File: config.mk
export PLATFORM = sky130hd
export DESIGN_NAME = serial_adder
export DESIGN_NICKNAME = d
export VERILOG_FILES = /design/src/rtl/adder_pkg.sv /design/src/rtl/adder_chunk.sv /design/src/rtl/serial_adder.sv
export SDC_FILE = /design/constraint.sdc
export NUM_CORES = 1
export LEC_CHECK = 0
export BUFFER_PORTS_ARGS = -buffer_cell sky130_fd_sc_hd__buf_2
export CORE_ASPECT_RATIO = 1.1
export CORE_MARGIN = 1
export CORE_UTILIZATION = 35
export CTS_BUF_LIST = sky130_fd_sc_hd__clkbuf_4 sky130_fd_sc_hd__clkbuf_8 sky130_fd_sc_hd__clkbuf_16
export DETAILED_ROUTE_END_ITERATION = 8
export GPL_ROUTABILITY_DRIVEN = 0
export GPL_TIMING_DRIVEN = 0
export PLACE_DENSITY = 0.6
export SLEW_MARGIN = 30
export SYNTH_ARGS = -nofsm -noshare
export SYNTH_HDL_FRONTEND = slang
export SYNTH_SLANG_ARGS = --single-unit
File: constraint.sdc
create_clock -name clk -period 3.15 [get_ports clk]
set_input_delay 0.315 -clock clk [delete_from_list [all_inputs] [get_ports clk]]
set_output_delay 0.315 -clock clk [all_outputs]
set_load 0.01 [all_outputs]
File: src/rtl/adder_pkg.sv
// Shared definitions for the serial adder: FSM state encoding and a counter-width helper.
package adder_pkg;

  typedef enum logic [1:0] {
    IDLE = 2'd0,
    RUN  = 2'd1,
    DONE = 2'd2
  } state_t;

  // Width of a counter that must hold 0..n-1; never narrower than one bit.
  function automatic int unsigned cnt_width(input int unsigned n);
    int unsigned w;
    w = $clog2(n);
    return (w < 1) ? 1 : w;
  endfunction

endpackage

File: src/rtl/adder_chunk.sv
// CHUNK-bit ripple-carry adder slice; also exposes the carry into its top bit for overflow.
module adder_chunk #(
  parameter int unsigned CHUNK = 1
) (
  input  logic [CHUNK-1:0] a,
  input  logic [CHUNK-1:0] b,
  input  logic             cin,
  output logic [CHUNK-1:0] s,
  output logic             cout,
  output logic             ctop
);

  logic [CHUNK:0] c;

  always_comb begin
    c    = '0;
    s    = '0;
    c[0] = cin;
    for (int unsigned i = 0; i < CHUNK; i++) begin
      s[i]   = a[i] ^ b[i] ^ c[i];
      c[i+1] = (a[i] & b[i]) | (c[i] & (a[i] ^ b[i]));
    end
  end

  assign cout = c[CHUNK];
  assign ctop = c[CHUNK-1];

endmodule

File: src/rtl/serial_adder.sv
// Multi-cycle adder, CHUNK bits per clock, LS chunk first, valid/ready on both sides.
// Define SERIAL_ADDER_SUB_EN to add the 'sub' port (sum = a - b when sub=1).
module serial_adder
  import adder_pkg::*;
#(
  parameter int unsigned WIDTH = 8,
  parameter int unsigned CHUNK = 1
) (
  input  logic             clk,
  input  logic             rst_n,
  input  logic             in_valid,
  output logic             in_ready,
  input  logic [WIDTH-1:0] a,
  input  logic [WIDTH-1:0] b,
  input  logic             cin,
`ifdef SERIAL_ADDER_SUB_EN
  input  logic             sub,
`endif
  output logic             out_valid,
  input  logic             out_ready,
  output logic [WIDTH-1:0] sum,
  output logic             cout,
  output logic             ovf
);

  localparam int unsigned NCYC = WIDTH / CHUNK;
  localparam int unsigned CW   = cnt_width(NCYC);
  localparam logic [CW-1:0] LAST = CW'(NCYC - 1);

  state_t state, state_next;

  logic [WIDTH-1:0] a_q, b_q, acc, acc_next;
  logic             carry_q;
  logic [CW-1:0]    cnt;
  logic [CHUNK-1:0] chunk_s;
  logic             chunk_cout, chunk_ctop;
  logic [WIDTH-1:0] b_in;
  logic             carry_in;

`ifdef SERIAL_ADDER_SUB_EN
  assign b_in     = sub ? ~b : b;
  assign carry_in = sub ? 1'b1 : cin;
`else
  assign b_in     = b;
  assign carry_in = cin;
`endif

  adder_chunk #(.CHUNK(CHUNK)) u_chunk (
    .a    (a_q[CHUNK-1:0]),
    .b    (b_q[CHUNK-1:0]),
    .cin  (carry_q),
    .s    (chunk_s),
    .cout (chunk_cout),
    .ctop (chunk_ctop)
  );

  // Chunk results enter at the top and shift down, so after NCYC steps the word is aligned.
  assign acc_next = (acc >> CHUNK) | (WIDTH'(chunk_s) << (WIDTH - CHUNK));

  always_ff @(posedge clk or negedge rst_n) begin
    if (!rst_n) state <= IDLE;
    else        state <= state_next;
  end

  always_comb begin
    state_next = state;
    in_ready   = 1'b0;
    out_valid  = 1'b0;
    case (state)
      IDLE: begin
        in_ready = 1'b1;
        if (in_valid) state_next = RUN;
      end
      RUN: begin
        if (cnt == LAST) state_next = DONE;
      end
      DONE: begin
        out_valid = 1'b1;
        if (out_ready) state_next = IDLE;
      end
      default: state_next = IDLE;
    endcase
  end

  // The shift accumulator is separate from sum so the last result stays put during the next RUN.
  always_ff @(posedge clk or negedge rst_n) begin
    if (!rst_n) begin
      a_q     <= '0;
      b_q     <= '0;
      carry_q <= 1'b0;
      cnt     <= '0;
      acc     <= '0;
      sum     <= '0;
      cout    <= 1'b0;
      ovf     <= 1'b0;
    end else begin
      case (state)
        IDLE: begin
          if (in_valid) begin
            a_q     <= a;
            b_q     <= b_in;
            carry_q <= carry_in;
            cnt     <= '0;
          end
        end
        RUN: begin
          a_q     <= a_q >> CHUNK;
          b_q     <= b_q >> CHUNK;
          carry_q <= chunk_cout;
          cnt     <= cnt + CW'(1);
          acc     <= acc_next;
          if (cnt == LAST) begin
            sum  <= acc_next;
            cout <= chunk_cout;
            ovf  <= chunk_ctop ^ chunk_cout;
          end
        end
        default: ;
      endcase
    end
  end

endmodule

==> impl_metrics.toml <==
[outcome]
status = "finished with violations"
violations = "negative hold slack"

[worst_setup_path]
r2r.worst_path.cells = 5
worstPathArrival_ns = 1.39
r2r-start = "cnt[0]"
r2r_slack_ns = 1.62
required_ns = 2.83
worstReg2RegEnd = "sum[4]"
critPathKind = "reg2out"
crit_path_start_kind = "flip-flop"
cp-end-kind = "output pin"
path_max_fanout = 10

[drt]
m1WireLength_um = 1520
antenna_left = 0
drt-total-wl_um = 3340
wl_per_cell_um = 14.7
drc_errors = 0
wl_met3_um = 219
vias = 1199
viasPerCell = 5.28
route.met2.wl_um = 1570
dr.max_layer_used = "met4"
first_pass_iters = 4
drt_iter0_drc = 50

[clock_network]
ctsResizeCount = 0
insertion_delay_ns = 0.28
numCtsBuffers = 5
postCtsSetupRepairBufs = 0
cts_tree = "done"
ctsHoldBuffers = 0
cts.sinks = 39
cts-root-buf = "clkbuf_8"
clkSlewWorstSetupHoldPaths_ns = 0.07
clock_tree.buffer_depth = 2
cts_htree_levels = 2

[global_routing]
grt_pass1_vias = 1216
grt-ovfl-total = 0
grtUsageTotal_pct = 14.9
grt_max_degree = 40
grt_pass1_wl_um = 5620
antenna_found_initial = 0

[logic_synthesis]
ys_seq_elements = 39
synth_compound_area_share_pct = 17.4
synth_xor_area_share_pct = 0.508
syn_nets = 157
syn-instance-count = 133
ys_types = 24
syn_area_per_cell_um2 = 13.0
yosys_warnings = 0
synth-simple-area-share_pct = 5.59
syn-cell-area_um2 = 1720
yosys.area_share.adder_pct = 2.61
synth_top_family_by_area = "compound AO/OA/AOI/OAI gates"
yosysSeqAreaShare_pct = 56.6
synth.area.mux_share_pct = 12.0

[floorplanning]
die_y_um = 75.6
dieArea_um2 = 5210
rows = 26
initial_utilization_pct = 36.8
io_pins = 33
die_w_um = 68.9
core-area_um2 = 4680

[place]
hpwl_um = 2410
port-buffer-count = 32

[sta]
hold_ws_ns = -0.00261
rsz0062_at_grt = "no"
fin_tns_setup_ns = 0
setup_violations = 0
fin_crit_sh_pct = 54.2
max_slew_margin_pct = 67.6
fin_crit_ns = 1.71
hold_viol = 9
slew_viol_final = 0
fin_worst_skew_ns = 0.00421
max_freq_mhz = 586
worstMarginPinSlew_ns = 0.485

[power_and_ir_drop]
vdd_ir_drop_max_mv = 0.352
p_per_area_nw_per_um2 = 1000
power_leakage_nw = 0.950

[layout]
final_util_pct = 43.4
antenna_cells = 0
fill_cells = 477
drive_gt1_share_pct = 38.6
areaGrowthSynthToFinish_pct = 17.9
nNetsFinal = 196

[run]
maxCapViolCount = 0

[worst_hold_path]
min_path_type = "in2async"
## worst max path at each step
stage,from,endpoint,slack (ns),cells past startpoint
after detailed placement,cnt[0],sum[4],1.62,5
final,state[1],out_valid,1.44,5
after global routing,state[1],out_valid,1.33,5
after CTS,state[1],out_valid,1.41,5
after floorplan,cnt[0],sum[0],1.72,5
after global placement,cnt[0],sum[0],1.64,5
## cell usage after synthesis (all sizes together)
cell type / n / area, µm²
mux2: 16 / 206
a2bb2oi: 6 / 52.6
fa: 1 / 20.0
a21oi: 8 / 40.0
nand3b: 3 / 35.0
o22ai: 20 / 125
buf: 10 / 80.1
dfrtp: 39 / 976
nand2: 4 / 15.0
nand2b: 4 / 25.0
o31ai: 2 / 15.0
nor2: 5 / 21.3
o21bai: 1 / 7.51
a22o: 2 / 17.5
xnor2: 1 / 8.76
o221a: 2 / 22.5
o21ai: 4 / 20.0
ha: 2 / 25.0
inv: 3 / 11.3
## sequential cells by signal (all words and copies together), names as in the netlist
register and cells:
acc 7, cnt 3, sum 8, state 2
cout 1, a_q 8, ovf 1, carry_q 1
b_q 8
## cells in the final DEF (no fill, tap or decap)
master / Yosys / routed
a21oi_1: 8 / 8
a22o_1: 2 / 2
a2bb2oi_1: 6 / 6
buf_2: 4 / 35
buf_4: 2 / 3
buf_6: 4 / 4
clkbuf_4: 0 / 1
clkbuf_8: 0 / 5
dfrtp_1: 39 / 39
fa_1: 1 / 1
ha_1: 2 / 2
inv_1: 3 / 3
mux2_2: 9 / 9
mux2_4: 7 / 7
nand2_1: 4 / 4
nand2b_1: 4 / 4
nand3b_1: 2 / 2
nand3b_4: 1 / 1
nor2_1: 4 / 4
nor2_2: 1 / 1
o21ai_0: 4 / 4
o21bai_1: 1 / 1
o221a_1: 2 / 2
o22ai_1: 20 / 20
o31ai_1: 2 / 2
xnor2_1: 1 / 1
## layer usage
layer | track usage, % | vias up
met5 | 0 | -
met4 | 4.08 | 0
met3 | 4.94 | 5
met2 | 24.3 | 36
met1 | 18.9 | 590
li1 | - | 568
## final cells by class
cell class / count / area [µm²] / area share, %
Sequential cell: 39 / 976 / 48.0
Tap cell: 56 / 70.1 / 3.45
Multi-Input combinational cell: 81 / 657 / 32.3
Buffer: 10 / 80.1 / 3.94
Clock buffer: 6 / 76.3 / 3.75
Inverter: 3 / 11.3 / 0.554
Timing Repair Buffer: 32 / 163 / 8.00
## power by group
part	switching, mW	internal, mW
logic	0.371	0.464
registers	0.152	0.743
clock network	0.154	0.156
## worst max-delay path, stage by stage, from the launching register on
cell	delay, ns
dfrtp_1	0.38
buf_6	0.14
inv_1	0.15
buf_2	0.25
nor2_1	0.06
buf_2	0.14
## per-stage QoR
stage	hold WS, ns	cell area, µm²	setup WS (ns)	std cells	total power [mW]
6_report	-0.00261	2030	1.44	227	2.04
5_1_grt	0.0228	2030	1.33	227	2.21
4_1_cts	0.167	2030	1.41	227	2.06
3_5_place_dp	0.477	1950	1.62	221	1.75
3_3_place_gp	0.459	1950	1.64	221	1.71
2_1_floorplan	0.0194	1720	1.72	133	1.51
## logic make-up (layout without fill, tap and decap cells)
group	after synthesis	after routing
and+or+nand+nor	16	16
DFF	39	39
AOI/OAI and AO/OA	45	45
buffers and inverters	13	51
xor gates and xnor gates	1	1
adders and majority gates	3	3
muxes	16	16
(Power assumes the default switching activity.)
